`src/rtl/ascon_pack.sv`:
```
// Shared AEAD128 constants and types for the size encoder.
package ascon_pack;

    // Width of the in-block byte count (16-byte blocks)
    localparam int PAD_AW    = 4;
    localparam int BLK_BYTES = 16;

    typedef enum logic [1:0] {
        IDLE = 2'd0,
        AD   = 2'd1,
        DI   = 2'd2,
        DONE = 2'd3
    } ascon_size_enc_state_e;

endpackage

```
`src/rtl/ascon_blk_counter.sv`:
```
// Full-block counter with synchronous clear.
// Build option ASCON_SIZE_ENC_OVF_EN: saturate at all-ones and raise a sticky
// overflow flag; otherwise the counter wraps and the flag is tied low.
module ascon_blk_counter #(
    parameter int BLOCK_AW = 28
) (
    input  logic                clk_i,
    input  logic                rst_i,
    input  logic                clr_i,
    input  logic                inc_i,
    output logic [BLOCK_AW-1:0] cnt_o,
    output logic                ovf_o
);

    logic [BLOCK_AW-1:0] r_cnt;

`ifdef ASCON_SIZE_ENC_OVF_EN
    logic r_ovf;

    // Count blocks, holding at all-ones and flagging any increment beyond it
    always_ff @(posedge clk_i) begin
        if (rst_i || clr_i) begin
            r_cnt <= '0;
            r_ovf <= 1'b0;
        end else if (inc_i) begin
            if (&r_cnt) begin
                r_ovf <= 1'b1;
            end else begin
                r_cnt <= r_cnt + 1'b1;
            end
        end
    end

    assign ovf_o = r_ovf;
`else
    // Count blocks modulo 2^BLOCK_AW
    always_ff @(posedge clk_i) begin
        if (rst_i || clr_i) begin
            r_cnt <= '0;
        end else if (inc_i) begin
            r_cnt <= r_cnt + 1'b1;
        end
    end

    assign ovf_o = 1'b0;
`endif

    assign cnt_o = r_cnt;

endmodule

```
`src/rtl/ascon_size_encoder.sv`:
```
// Rebuilds AD and DI byte sizes from the formatted block stream.
// size = {full_block_count, last_block_bytes}; AD phase first, then DI.
// Build option ASCON_SIZE_ENC_OVF_EN: block counters saturate and overflow_o
// reports it; otherwise counters wrap and overflow_o stays 0.
module ascon_size_encoder
    import ascon_pack::*;
#(
    parameter int SIZE_WIDTH = 32,
    parameter int BLOCK_AW   = 28
) (
    input  logic                  clk_i,
    input  logic                  rst_i,
    input  logic                  start_i,
    input  logic                  blk_valid_i,
    output logic                  blk_ready_o,
    input  logic                  blk_last_i,
    input  logic [PAD_AW-1:0]     blk_bytes_i,
    output logic [SIZE_WIDTH-1:0] ad_size_o,
    output logic [SIZE_WIDTH-1:0] di_size_o,
    output logic                  busy_o,
    output logic                  done_o,
    output logic                  overflow_o
);

    ascon_size_enc_state_e r_state;
    logic                  r_busy;
    logic                  r_done;
    logic [PAD_AW-1:0]     r_ad_pad;
    logic [PAD_AW-1:0]     r_di_pad;

    logic                  w_xfer;
    logic                  w_ad_inc;
    logic                  w_di_inc;
    logic [BLOCK_AW-1:0]   w_ad_cnt;
    logic [BLOCK_AW-1:0]   w_di_cnt;
    logic                  w_ad_ovf;
    logic                  w_di_ovf;

    // start_i wins over any transfer presented in the same cycle
    assign blk_ready_o = ((r_state == AD) || (r_state == DI)) && !start_i;
    assign w_xfer      = blk_valid_i && blk_ready_o;
    assign w_ad_inc    = w_xfer && (r_state == AD) && !blk_last_i;
    assign w_di_inc    = w_xfer && (r_state == DI) && !blk_last_i;

    ascon_blk_counter #(.BLOCK_AW(BLOCK_AW)) u_ad_cnt (
        .clk_i (clk_i),
        .rst_i (rst_i),
        .clr_i (start_i),
        .inc_i (w_ad_inc),
        .cnt_o (w_ad_cnt),
        .ovf_o (w_ad_ovf)
    );

    ascon_blk_counter #(.BLOCK_AW(BLOCK_AW)) u_di_cnt (
        .clk_i (clk_i),
        .rst_i (rst_i),
        .clr_i (start_i),
        .inc_i (w_di_inc),
        .cnt_o (w_di_cnt),
        .ovf_o (w_di_ovf)
    );

    // Phase sequencing; last block of a phase captures its byte count and advances
    always_ff @(posedge clk_i) begin
        if (rst_i) begin
            r_state  <= IDLE;
            r_busy   <= 1'b0;
            r_done   <= 1'b0;
            r_ad_pad <= '0;
            r_di_pad <= '0;
        end else if (start_i) begin
            r_state  <= AD;
            r_busy   <= 1'b1;
            r_done   <= 1'b0;
            r_ad_pad <= '0;
            r_di_pad <= '0;
        end else if (w_xfer && blk_last_i) begin
            if (r_state == AD) begin
                r_ad_pad <= blk_bytes_i;
                r_state  <= DI;
            end else begin
                r_di_pad <= blk_bytes_i;
                r_state  <= DONE;
                r_busy   <= 1'b0;
                r_done   <= 1'b1;
            end
        end
    end

    assign ad_size_o  = {w_ad_cnt, r_ad_pad};
    assign di_size_o  = {w_di_cnt, r_di_pad};
    assign busy_o     = r_busy;
    assign done_o     = r_done;
    assign overflow_o = w_ad_ovf | w_di_ovf;

endmodule

```
`config.mk`:
```
export PLATFORM = sky130hd
export DESIGN_NAME = ascon_size_encoder
export DESIGN_NICKNAME = d
export VERILOG_FILES = /design/src/rtl/ascon_pack.sv /design/src/rtl/ascon_blk_counter.sv /design/src/rtl/ascon_size_encoder.sv
export SDC_FILE = /design/constraint.sdc
export NUM_CORES = 1
export LEC_CHECK = 0
export CORE_ASPECT_RATIO = 1.75
export CORE_MARGIN = 3
export CORE_UTILIZATION = 45
export DETAILED_ROUTE_END_ITERATION = 8
export PLACE_DENSITY = 0.79
export SYNTH_ARGS = -nofsm -noshare
export SYNTH_HDL_FRONTEND = slang
export SYNTH_SLANG_ARGS = --single-unit
```
`constraint.sdc`:
```
create_clock -name clk_i -period 2.1 [get_ports clk_i]
set_input_delay 0.42 -clock clk_i [delete_from_list [all_inputs] [get_ports clk_i]]
set_output_delay 0.42 -clock clk_i [all_outputs]
set_load 0.02 [all_outputs]
```
==> impl_metrics.json <==
{
  "outcome": "complete, no violations",
  "irDropWorstVdd_v": 0.000526,
  "p_sw_frac": 0.203,
  "hold_viol_final": 0,
  "layout.area.seq_um2": 1360,
  "cts_buffers": 9,
  "drive_above_1_share": 0.146,
  "synthFlopType": "dfxtp_1",
  "rsz0062_at_grt": "false",
  "clockPowerShare": 0.532,
  "worst_path_max_delay_cell": "or4_4",
  "fp-row-count": 40,
  "hold-path-endpoint": "r_ad_pad[2]",
  "worstHoldStart": "r_ad_pad[2]",
  "insertion_delay_ns": 0.33,
  "clock-sinks": 68,
  "core-area_um2": 6960,
  "whs_path_depth": 2,
  "n_antenna_cell": 0,
  "die_h_um": 119,
  "grt_pass1_wl_um": 14700,
  "synth-edff-count": 0,
  "clockRootBuffer": "clkbuf_16",
  "clock_path_buffers": 2,
  "drt_iter0_markers": 174,
  "timing.rr.end": "u_ad_cnt.cnt_o[23]",
  "antenna_found_initial": 0,
  "io_buffers": 75,
  "dieArea_um2": 8350,
  "netlist_top_cells_area": "dfxtp_1 (42%), a21oi_1 (4.8%), mux2i_1 (4.3%)",
  "setup_viol": 0,
  "final_util": 0.680,
  "ios": 77,
  "hold_path_class": "reg2reg",
  "cts_tree": "built",
  "cp.required_ns": 2.35,
  "crit_type": "reg2reg",
  "reg2regPathDepth": 4,
  "nets": 500,
  "cap_violations": 0,
  "synth_top_family_by_area": "simple AND/OR/NAND/NOR gates",
  "post-route-period-util": 0.959,
  "fillers": 586,
  "grt_util_met2": 0.393,
  "synth_mux_area_frac": 0.0430,
  "syn_inst": 383,
  "rr_startpoint": "u_ad_cnt.cnt_o[11]",
  "busiest_layer": "met2",
  "syn-num-nets": 396,
  "hold_buffers": 0,
  "p_sw_mw": 0.615,
  "synthAdderAreaFrac": 0.0153,
  "avgSynthCellArea_um2": 8.52,
  "yosys_register_bits": 68,
  "internal_power_mw": 2.42,
  "mappedNetlistArea_um2": 3260,
  "async_flop_share": 0,
  "seq_area_frac_synth": 0.417,
  "dp_hpwl_um": 6270,
  "htree_levels": 3,
  "wl_per_cell_um": 15.5,
  "cellLeakagePower_nw": 1.62,
  "combPwrFrac": 0.040,
  "max_freq_mhz": 496,
  "r2r_setup_slack_ns": 0.09,
  "report.final.slew_viol_count": 0,
  "drc": 0,
  "skew_ns": 0.00618,
  "pwr-share-seq": 0.428,
  "gr-total-overflow": 0,
  "fin_crit_ns": 2.01,
  "synth_top_area_frac": 0.417,
  "synth_simple_gate_area_share": 0.322,
  "vias_per_cell": 5.64,
  "yosysWarnings": 0,
  "gr-usage-met1": 0.217,
  "crit_arrival_ns": 2.26,
  "max_stage_delay_ns": 0.53,
  "synth_compound_area_frac": 0.113,
  "crit_path_start_kind": "flip-flop",
  "drtAntennaViolNets": 0,
  "path_max_fanout": 6,
  "gp_congestion": 0.788,
  "critPathCaptureType": "flip-flop",
  "die_w_um": 70.4,
  "firstDrtPassIters": 5,
  "track_usage": 0.217,
  "cellPowerDensity_nw_per_um2": 640,
  "total_power_mw": 3.03,
  "grt_max_degree": 37,
  "synthToLayoutAreaGrowth_pct": 45.1,
  "vias": 3248,
  "grt_pass1_vias": 3238,
  "worstPathCellList": "nand4_1 > or4_4 > or4_1 > a21oi_1",
  "synth_cell_types": 42,
  "use_met3": 0.0502,
  "clk_pin_slew_ns": 0.06,
  "yosysTopAreaCell": "dfxtp_1",
  "multi_input_area_um2": 1850,
  "start_util": 0.469,
  "routed_wl_um": 8950,
  "synth-xor-area-share": 0.0483
}
## per-stage QoR
step	instance area (um2)	TNS, ns	worst slack, ns	hold slack (ns)	std cells
2_1_floorplan	3270	0	0.0101	0.467	383
3_3_place_gp	4330	-4.52	-0.273	0.445	557
3_5_place_dp	4330	-5.72	-0.325	0.453	557
4_1_cts	4680	0	0.0244	0.464	574
5_1_grt	4730	0	0.000850	0.485	576
6_report	4730	0	0.0859	0.464	576
## worst max path at each step
stage	endpoint	startpoint	slack, ns	cells after the start
finish	u_ad_cnt.cnt_o[23]	u_ad_cnt.cnt_o[11]	0.09	4
global route	u_ad_cnt.cnt_o[11]	r_state[0]	0.0008	7
CTS	u_ad_cnt.cnt_o[17]	start_i	0.02	7
detailed placement	u_ad_cnt.cnt_o[27]	start_i	-0.33	6
global placement	u_ad_cnt.cnt_o[27]	start_i	-0.27	6
floorplan	u_ad_cnt.cnt_o[14]	r_state[0]	0.01	7
## what timing repair did
item / CTS / global route
pin swaps: 0 / 2
buffers inserted: 1 / 0
hold endpoints to repair: 0 / 0
endpoints found under the setup margin: 7 / 14
resized for setup: 4 / 9
cloned: 0 / 2
## area by class of cell
| type | count | area share |
|---|---|---|
| multi-input combinational | 286 | 0.391 |
| sequential | 68 | 0.288 |
| timing repair buffer | 115 | 0.226 |
| clock buffer | 11 | 0.0513 |
| tap | 84 | 0.0222 |
| clock inverter | 5 | 0.0159 |
| inverter | 7 | 0.00555 |
## power by group through the flow
stage	sequential (mW)	clock, mW	combinational (mW)
floorplan	1.33	0	0.0597
global placement	1.33	0	0.114
detailed placement	1.33	0	0.115
CTS	1.30	1.64	0.118
global route	1.30	1.70	0.133
finish	1.30	1.61	0.121
## critical path, delay by kind of cell (launching register included)
kind               cells  cell delay, ns
AOI/OAI and AO/OA      1            0.20
and+or+nand+nor        3            1.31
DFF                    1            0.42
## flip-flops by register name, indices dropped and copies added (netlist names)
name and count:
done_o 1, r_state 2, r_di_pad 4, u_di_cnt.cnt_o 28, u_ad_cnt.cnt_o 28, busy_o 1
r_ad_pad 4
## per-layer routing
layer	routed length (um)	vias to the layer above
li1	-	1618
met1	3440	1529
met2	4930	81
met3	354	20
met4	216	0
met5	0	-
## synthesized netlist by cell type, drive strengths merged (2+ instances only)
library cell / count
a21oi: 31
and2: 3
and3: 8
and3b: 2
and4: 8
buf: 3
clkbuf: 21
dfxtp: 68
ha: 4
inv: 7
mux2i: 14
nand2: 37
nand2b: 2
nand3: 20
nand4: 16
nor2: 33
nor3b: 2
nor4: 10
o21a: 3
o21ai: 6
o31ai: 18
or2: 3
or3: 15
or4: 19
xnor2: 6
xor2: 12
## kinds of logic (layout without fill, tap and decap cells)
family	count (synthesis)	count (layout)
other cells	1	1
flops	68	68
compound gates	61	61
simple gates	186	188
buf+inv	31	138
mux	14	14
fa+ha+maj	4	4
xor+xnor	18	18
## placed cells by master, fill, tap and decap left out, types with 2 or more instances in the layout
cell | netlist | routed
clkdlybuf4s50_1 | 0 | 73
dfxtp_1 | 68 | 67
buf_4 | 1 | 38
nand2_1 | 37 | 36
nor2_1 | 33 | 33
a21oi_1 | 31 | 31
nand3_1 | 20 | 20
o31ai_1 | 18 | 18
or4_1 | 18 | 18
nand4_1 | 15 | 15
or3_1 | 15 | 15
mux2i_1 | 14 | 14
xor2_1 | 12 | 12
nor4_1 | 10 | 9
clkbuf_16 | 0 | 9
and3_1 | 8 | 8
inv_1 | 7 | 7
and4_1 | 8 | 7
o21ai_0 | 6 | 6
xnor2_1 | 6 | 6
and2_1 | 3 | 3
or2_2 | 3 | 3
o21a_1 | 3 | 3
ha_1 | 4 | 3
clkinv_2 | 0 | 3
and3b_1 | 2 | 2
nand2b_1 | 2 | 2
or4_4 | 1 | 2
bufinv_16 | 0 | 2
Power figures use the tool's default switching activity.
==> variant: new RTL, config.mk and constraints unchanged <==
Add a define of `ASCON_SIZE_ENC_OVF_EN`.
--- a/src/rtl/ascon_blk_counter.sv
+++ b/src/rtl/ascon_blk_counter.sv
@@ -1,6 +1,8 @@
 // Full-block counter with synchronous clear.
 // Build option ASCON_SIZE_ENC_OVF_EN: saturate at all-ones and raise a sticky
 // overflow flag; otherwise the counter wraps and the flag is tied low.
+`define ASCON_SIZE_ENC_OVF_EN
+
 module ascon_blk_counter #(
     parameter int BLOCK_AW = 28
 ) (
Behaviour: no difference found for any inputs over 10 cycles, from zero or initial values and one cycle with rst_i high; that may be too few to reach the edited logic, so the function may still have changed.
==> variant against the original RTL <==
- worst hold slack worse by 8.5 ps
- sequential cell count is 2 higher
- synthesized cell count is 0.78% higher
- largest power group unchanged
- setup slack better by 18 ps
- via count is 0.83% lower
- highest routed layer unchanged
- power is 8.2% lower
- cell area hardly changed
- routed wire length is 0.51% higher
- area after synthesis is 0.69% higher
==> variant: results (changes against the original RTL) <==
| Metric | Value |
|---|---|
| Layout cells sized above 1 | 16.53% (+1.9 points) |
| Clkbuf count | 12 (+1) |
| Switch share | 21.20% (+0.90 points) |
| Post_cts resized | 3 (-1) |
| Netlist cell types | 40 (-4.8%) |
| Post-DP HPWL | 6.752 mm (+7.8%) |
| Non-clock buffer share of cell area | 22.83% (+0.26 points) |
| Multi-input gate area | 1848 sq um (-0.27%) |
| R2R depth | 8 (+4) |
| Static leakage | 1.596 nW (-1.3%) |
| Vias in the first global route | 3384 (+4.5%) |
| WHS | 455.2 ps (-8.513 ps) |
| Worst R2R Start | r_state[0] |
| Worst Setup SP | blk_valid_i |
| Met1 Usage GRT | 23.16% (+1.4 points) |
| Sequential element share of the synthesized area | 42.67% (+0.93 points) |
| Maximum clock frequency | 501.1 MHz (+0.92%) |
| Dpl ws | -245.7 ps (+79.55 ps) |
| Hold worst-path end | r_ad_pad[3] |
| Synthesized instance count | 386 (+0.78%) |
| Via density | 5.497 (-2.5%) |
| Worst R2R End | u_di_cnt.cnt_o[9] |
| Run status | finished clean |
| Final Net Count | 512 (+2.4%) |
| End point of the critical path | u_di_cnt.cnt_o[9] |
| Placed Cells | 572 (+2.7%) |
| Clock buf/inv share | 5.418% (-1.3 points) |
| Post-CTS setup buffer count | 0 (-1) |
| Gr usage total | 22.95% (+1.3 points) |
| Worst clock skew | 3.863 ps (-2.315 ps) |
| First-pass GRT wire length | 15.55 mm (+6.0%) |
| Synth top area cells | dfxtp_1, nor2_1, xnor2_1 |
| Seq_cells | 70 (+2.9%) |
| Worst VDD drop | 0.4632 mV (-12%) |
| Post-Syn Nets | 399 (+0.76%) |
| Skew-Pair Late Insertion Delay | 330 ps (about the same) |
| CP max FO | 7 (+1) |
| DRT iter0 DRCs | 218 (+25%) |
| Detail Route met3 WL | 442 um (+25%) |
| Inverters | 10 (+3) |
| FF/Latch Area | 1406 sq um (+3.2%) |
| # fillers | 575 (-1.9%) |
| Finished Layout Cells | 586 (+1.7%) |
| Met2 Usage GRT | 42.31% (+3.1 points) |
| Met2 wire length | 4.979 mm (+0.91%) |
| Gpl congestion | 0.8312 (+5.5%) |
-- variant: power by group through the flow --
stage | clock network, mW | registers, mW | logic (mW)
finish | 1.35 | 1.34 | 0.0983
detailed placement | 0 | 1.36 | 0.0944
floorplan | 0 | 1.37 | 0.0394
CTS | 1.37 | 1.34 | 0.0968
global placement | 0 | 1.36 | 0.0939
global route | 1.43 | 1.34 | 0.106
-- variant: kinds of logic (layout without fill, tap and decap cells) --
| logic type | after synthesis | count (layout) | synth area share, % |
|---|---|---|---|
| multiplexers | 5 | 5 | 1.524 |
| flip-flops | 70 | 70 | 42.67 |
| AO/OA/AOI/OAI | 38 | 38 | 8.000 |
| buffers and inverters | 24 | 140 | 2.896 |
| XOR/XNOR | 41 | 41 | 10.93 |
| adder cells (fa/ha/maj) | 4 | 4 | 1.524 |
| AND/OR/NAND/NOR | 204 | 204 | 32.46 |
-- variant: critical path, stage by stage --
cell,delay (ps)
clkdlybuf4s50_1,520
nor4b_4,220
buf_6,180
nand4_1,180
a31o_2,300
or3_1,310
a21oi_1,140
